$ cat src/rtl/fetch_pkg.sv
// Shared types and constants for the RV32 fetch sequencer.
package fetch_pkg;

  typedef enum logic [2:0] {
    FETCH = 3'd0,
    WAIT  = 3'd1,
    ISSUE = 3'd2,
    EXEC  = 3'd3,
    HALT  = 3'd4
  } fetch_state_t;

  localparam logic [31:0] NOP_INSTR = 32'h0000_0013;
  localparam logic [31:0] PC_STEP   = 32'd4;

endpackage

$ cat src/rtl/pc_fetch_sequencer_pc.sv
// Architectural PC register: loads i_pc_in when i_en, otherwise holds.
module pc_fetch_sequencer_pc #(
  parameter logic [31:0] RESET_VECTOR = 32'h0000_0000
) (
  input  logic        clk,
  input  logic        rst,
  input  logic        i_en,
  input  logic [31:0] i_pc_in,
  output logic [31:0] o_pc
);

  logic [31:0] r_pc;

  always_ff @(posedge clk or posedge rst) begin
    if (rst) begin
      r_pc <= RESET_VECTOR;
    end else if (i_en) begin
      r_pc <= i_pc_in;
    end
  end

  assign o_pc = r_pc;

endmodule

$ cat src/rtl/pc_fetch_sequencer.sv
// PC sequencing and one-request-per-instruction fetch handshake for the microcoded RV32 core.
// Define MISALIGN_TRAP_EN to trap misaligned redirect targets and expose misalign_exc.
module pc_fetch_sequencer
  import fetch_pkg::*;
#(
  parameter logic [31:0] RESET_VECTOR = 32'h0000_0000,
  parameter logic [31:0] TRAP_VECTOR  = 32'h0000_0100,
  parameter int          MAX_WAIT     = 255
) (
  input  logic        clk,
  input  logic        rst,
  output logic        imem_req,
  output logic [31:0] imem_addr,
  input  logic        imem_ack,
  input  logic [31:0] imem_rdata,
  output logic        instr_valid,
  input  logic        instr_ready,
  output logic [31:0] instr,
  output logic [31:0] instr_pc,
  input  logic        retire,
  input  logic        redirect_valid,
  input  logic [31:0] redirect_target,
  input  logic        trap_valid,
  output logic        fetch_timeout,
  output logic [31:0] pc_out
`ifdef MISALIGN_TRAP_EN
  ,
  output logic        misalign_exc
`endif
);

  localparam int CW = $clog2(MAX_WAIT + 1);

  fetch_state_t r_state, w_state_nxt;
  logic [CW-1:0] r_cnt, w_cnt_nxt, w_cnt_inc;
  logic [31:0]   r_instr, r_instr_pc, w_pc_nxt;
  logic          r_timeout, w_timeout_set, w_capture, w_pc_en;
`ifdef MISALIGN_TRAP_EN
  logic          r_misalign_exc, w_misalign;
`endif

  assign w_cnt_inc = r_cnt + CW'(1);

  always_comb begin
    w_state_nxt   = r_state;
    w_cnt_nxt     = r_cnt;
    w_capture     = 1'b0;
    w_timeout_set = 1'b0;
    case (r_state)
      FETCH: begin
        if (imem_ack) begin
          w_capture   = 1'b1;
          w_cnt_nxt   = '0;
          w_state_nxt = ISSUE;
        end else begin
          w_state_nxt = WAIT;
        end
      end
      WAIT: begin
        if (imem_ack) begin
          w_capture   = 1'b1;
          w_cnt_nxt   = '0;
          w_state_nxt = ISSUE;
        end else begin
          w_cnt_nxt = w_cnt_inc;
          if (w_cnt_inc == CW'(MAX_WAIT)) begin
            w_timeout_set = 1'b1;
            w_state_nxt   = HALT;
          end
        end
      end
      ISSUE:   if (instr_ready) w_state_nxt = EXEC;
      EXEC:    if (retire) w_state_nxt = FETCH;
      HALT:    w_state_nxt = HALT;
      default: w_state_nxt = FETCH;
    endcase
  end

  // Next-PC priority: trap, then redirect, then sequential.
  always_comb begin
    w_pc_nxt = pc_out + PC_STEP;
`ifdef MISALIGN_TRAP_EN
    w_misalign = 1'b0;
`endif
    if (trap_valid) begin
      w_pc_nxt = TRAP_VECTOR;
    end else if (redirect_valid) begin
`ifdef MISALIGN_TRAP_EN
      if (redirect_target[1:0] != 2'b00) begin
        w_pc_nxt   = TRAP_VECTOR;
        w_misalign = 1'b1;
      end else begin
        w_pc_nxt = redirect_target;
      end
`else
      w_pc_nxt = redirect_target & 32'hFFFF_FFFC;
`endif
    end
  end

  assign w_pc_en = (r_state == EXEC) && retire;

  pc_fetch_sequencer_pc #(
    .RESET_VECTOR(RESET_VECTOR)
  ) u_pc (
    .clk    (clk),
    .rst    (rst),
    .i_en   (w_pc_en),
    .i_pc_in(w_pc_nxt),
    .o_pc   (pc_out)
  );

  always_ff @(posedge clk or posedge rst) begin
    if (rst) begin
      r_state    <= FETCH;
      r_cnt      <= '0;
      r_instr    <= NOP_INSTR;
      r_instr_pc <= RESET_VECTOR;
      r_timeout  <= 1'b0;
    end else begin
      r_state <= w_state_nxt;
      r_cnt   <= w_cnt_nxt;
      if (w_capture) begin
        r_instr    <= imem_rdata;
        r_instr_pc <= pc_out;
      end
      if (w_timeout_set) r_timeout <= 1'b1;
    end
  end

`ifdef MISALIGN_TRAP_EN
  always_ff @(posedge clk or posedge rst) begin
    if (rst) r_misalign_exc <= 1'b0;
    else     r_misalign_exc <= w_pc_en && w_misalign;
  end
  assign misalign_exc = r_misalign_exc;
`endif

  // Gated by rst so an in-flight request is abandoned the moment reset asserts.
  assign imem_req      = !rst && ((r_state == FETCH) || (r_state == WAIT));
  assign imem_addr     = pc_out;
  assign instr_valid   = (r_state == ISSUE);
  assign instr         = r_instr;
  assign instr_pc      = r_instr_pc;
  assign fetch_timeout = r_timeout;

endmodule

$ cat config.mk
export PLATFORM = sky130hd
export DESIGN_NAME = pc_fetch_sequencer
export DESIGN_NICKNAME = d
export VERILOG_FILES = /design/src/rtl/fetch_pkg.sv /design/src/rtl/pc_fetch_sequencer_pc.sv /design/src/rtl/pc_fetch_sequencer.sv
export SDC_FILE = /design/constraint.sdc
export NUM_CORES = 1
export LEC_CHECK = 0
export CAP_MARGIN = 20
export CORE_AREA = 10 10 121 112
export DETAILED_ROUTE_END_ITERATION = 8
export DIE_AREA = 0 0 131 122
export GPL_TIMING_DRIVEN = 0
export MAX_ROUTING_LAYER = met4
export PLACE_DENSITY_LB_ADDON = 0.2
export SLEW_MARGIN = 10
export SYNTH_ARGS = -nofsm -noshare
export SYNTH_HDL_FRONTEND = slang
export SYNTH_SLANG_ARGS = --single-unit
$ cat constraint.sdc
create_clock -name clk -period 7.1 [get_ports clk]
set_input_delay 1.42 -clock clk [delete_from_list [all_inputs] [get_ports clk]]
set_output_delay 1.42 -clock clk [all_outputs]
set_load 0.005 [all_outputs]
==> results.md <==
- Die X-Extent: 131 um
- Residual DRC count: 0
- CTS tree: done
- Initial Utilization: 0.4639
- Core Rows: 37
- Crit. End Element: output port
- GPL Wtd Cong: 0.9293
- Setup CP Type: primary input to output port
- Core Footprint: around 11000 um^2
- Critical Path RT: 5.68 ns
- Crit share post-route: 0.5657
- Clk pin slew, worst setup/hold paths: roughly 0.07 ns
- Post-cts resize count: 0
- Ports: about 200
- Max incr delay on CP: 0.53 ns
- Clock Tree Buf Depth: 2
- Worst Path Arrival: around 2.6 ns
- Part of the Yosys area used for sequential elements: 0.5035
- CP startpoint: rst
- Total gr overflow: 0
- Remaining antenna violation count: 0
- Routed via count: 4703
- Post-Syn Instances: just under 500
- CTS Buf Count: 9
- Synthesized cell area: ~5200 um^2
- Iter 0 DRT Violations: between 300 and 400
- CTS Sinks: between 100 and 150
- Outcome: completed
- Final core utilization: 0.6863
- CP max stage cell: clkdlybuf4s50_1
- CTS Root Cell: clkbuf_16
- Worst IR Drop VDD: about 0.19 mV
- Synthesis Warnings: 0
- Max-Slew Margin vs Limit: 0.4174
- Clk_lat worst skew: 0.35 ns
- Die Y: 122 um
- EDFF count, synth: 0
- Min-delay src: fetch_timeout
- Gr usage total: 0.2054
- Die area: around 16000 um^2
- Power density cells: 397.1 nW/um^2
- Number of synthesized register bits: ~100
- Syn-to-layout area delta: 47.93%
- Port Buffers: slightly below 200
- Antenna Cells: 0
- Share of cells above drive strength 1: 0.1877
- First-pass GRT wire length: ~25 mm
- Fillers: a little under 900
- Slew Viols, Final: 0
- Overall routed net length: between 15 and 20 mm
- Post-synth ARST share: 1.000
- Max H-tree Level: 3
- Avg Inst Size Synth: 10.72 um^2
- Final non-filler cell total: ~850
- Routed WL per cell: roughly 19 um
- RSZ-0062 raised after global routing: no
- Worst hold path type: register to register
- Time the worst path needs with I/O delays and setup: about 4 ns
- Nets@finish: 767
- Yosys cell types: 52
- Critical R2R Launch: u_pc.o_pc[2]
- Lkg Pwr: approximately 3.1 nW
- Max Cap Viol: 0
- Crit-path max FO: 2
- DR vias/cell: around 5.5
- Setup TNS: 0 ns
- HPWL Detailed: between 10 and 15 mm
- Most frequent CP cell: clkdlybuf4s50_1
- Number of global-route vias before repair: between 4000 and 5000
- Setup bufs post-CTS: 0
- FMAX: 0.2490 GHz
- Final hold violation count: 0
- Final setup vio count: 0
- Clock Skew: 0.007105 ns
- Pre-antenna DRT Iters: 6
- Hold bufs inserted after CTS: 0
- Inst Count DP: 838
- Largest net degree at the start of global routing: 62
- Worst-margin pin slew: between 0.8 and 0.9 ns
- Critical path launch point type: primary input
- Initial antenna violation count: 0
- Post-synth top flop: dfrtp_1
- Cell Chain, Critical Path: clkdlybuf4s50_1 -> nor3_1 -> clkdlybuf4s50_1
-- stage by stage --
step | hold WS (ns) | worst slack (ns) | area, um^2 | power (mW)
after floorplan | 0.4510 | 2.953 | 5195 | 1.637
after global placement | 0.4448 | 1.346 | 7322 | 2.500
after detailed placement | 0.4442 | 3.094 | 7355 | 2.557
after CTS | 0.4657 | 3.076 | 7657 | 3.069
after global routing | 0.4912 | 3.001 | 7657 | 3.221
final | 0.4607 | 3.084 | 7657 | 3.040
-- registers in the layout, indices dropped and copies added (netlist names) --
name	cells
fetch_timeout	1
instr	32
r_cnt	8
u_pc.o_pc	30
instr_pc	30
r_state	3
-- cells by family after synthesis --
family,Yosys count,synth area share
other cells,1,0.0007245
buf+inv,66,0.07445
mux,65,0.1407
fa+ha+maj,3,0.007252
simple gates,141,0.1397
flops,104,0.5035
compound gates,98,0.1252
xor+xnor,5,0.008460
-- cell type report --
cell class,instances,area [um^2],area share
sequential,104,2606,0.3404
multi-input combinational,318,2203,0.2877
timing repair buffer,194,1959,0.2559
buffer,58,355.3,0.04641
clock buffer,9,225.2,0.02941
tap,156,195.2,0.02549
clock inverter,7,77.57,0.01013
inverter,8,35.03,0.004575
-- critical path, delay by kind of cell --
family | cells | cell delay, ns
and+or+nand+nor | 1 | 0.16
buffers and inverters | 2 | 1.01
-- per-layer routing --
layer | routed length (um) | GRT usage | vias to the layer above
li1 | - | - | 2149
met1 | 6549 | 0.2493 | 2279
met2 | 8235 | 0.3378 | 241
met3 | 1484 | 0.04429 | 34
met4 | 282 | 0.05833 | 0
met5 | 0 | - | -
-- layout by cell type (no fill, tap or decap), drive strengths merged, types with 4 or more instances in the layout --
cell	instances
clkbuf	25
a32oi	5
nand3	23
nor3	9
inv	11
a21oi	19
nand2	38
o21ai	31
o22ai	5
and3	7
nand4	8
a22oi	5
o311ai	11
xnor2	4
a22o	4
and2	4
or2	4
dfrtp	101
clkdlybuf4s50	193
buf	43
o31ai	7
or3	4
mux2	62
conb	6
nor4	6
nor2	26
-- worst paths after layout --
path	endpoint	slack (ns)	depth (start not counted)
setup / recovery	imem_req	3.08	3
hold / removal	fetch_timeout	0.46	1
setup reg to reg	u_pc.o_pc[26]	4.57	6
hold reg to reg	fetch_timeout	0.46	1
max in group asynchronous	instr[4]	4.93	3
min in group asynchronous	r_state[1]	1.48	2
-- cells in the mapped netlist (2+ instances only) --
library cell	number	area share
a21o_1	2	0.0029
a21oi_1	19	0.018
a22o_1	4	0.0068
a22oi_1	5	0.0073
a32o_1	2	0.0039
a32oi_1	5	0.0085
and2_1	3	0.0036
and3_1	7	0.0085
buf_1	4	0.0029
buf_2	2	0.0019
buf_4	36	0.052
clkbuf_1	16	0.012
dfrtp_1	101	0.49
dfstp_2	3	0.015
ha_1	3	0.0073
inv_1	8	0.0058
mux2_2	62	0.13
mux2i_1	3	0.0058
nand2_1	37	0.027
nand3_1	21	0.020
nand3_2	2	0.0039
nand4_1	8	0.0097
nor2_1	26	0.019
nor2b_1	2	0.0024
nor3_1	9	0.0087
nor4_1	6	0.0073
nor4b_1	2	0.0034
o21ai_0	30	0.029
o22ai_1	5	0.0060
o2bb2ai_1	3	0.0051
o311ai_0	11	0.019
o31ai_1	6	0.0087
o41ai_1	2	0.0034
or2_2	3	0.0036
or3_1	4	0.0048
or4_4	2	0.0044
xnor2_1	4	0.0068
-- power breakdown --
part           switching, mW  total (mW)  leakage (nW)  internal, mW
Sequential             0.286        1.14          1.32         0.855
Combinational          0.468        1.39          1.67         0.923
Clock                  0.231       0.509         0.147         0.277
Note: power is estimated with default switching activity, not from simulation.
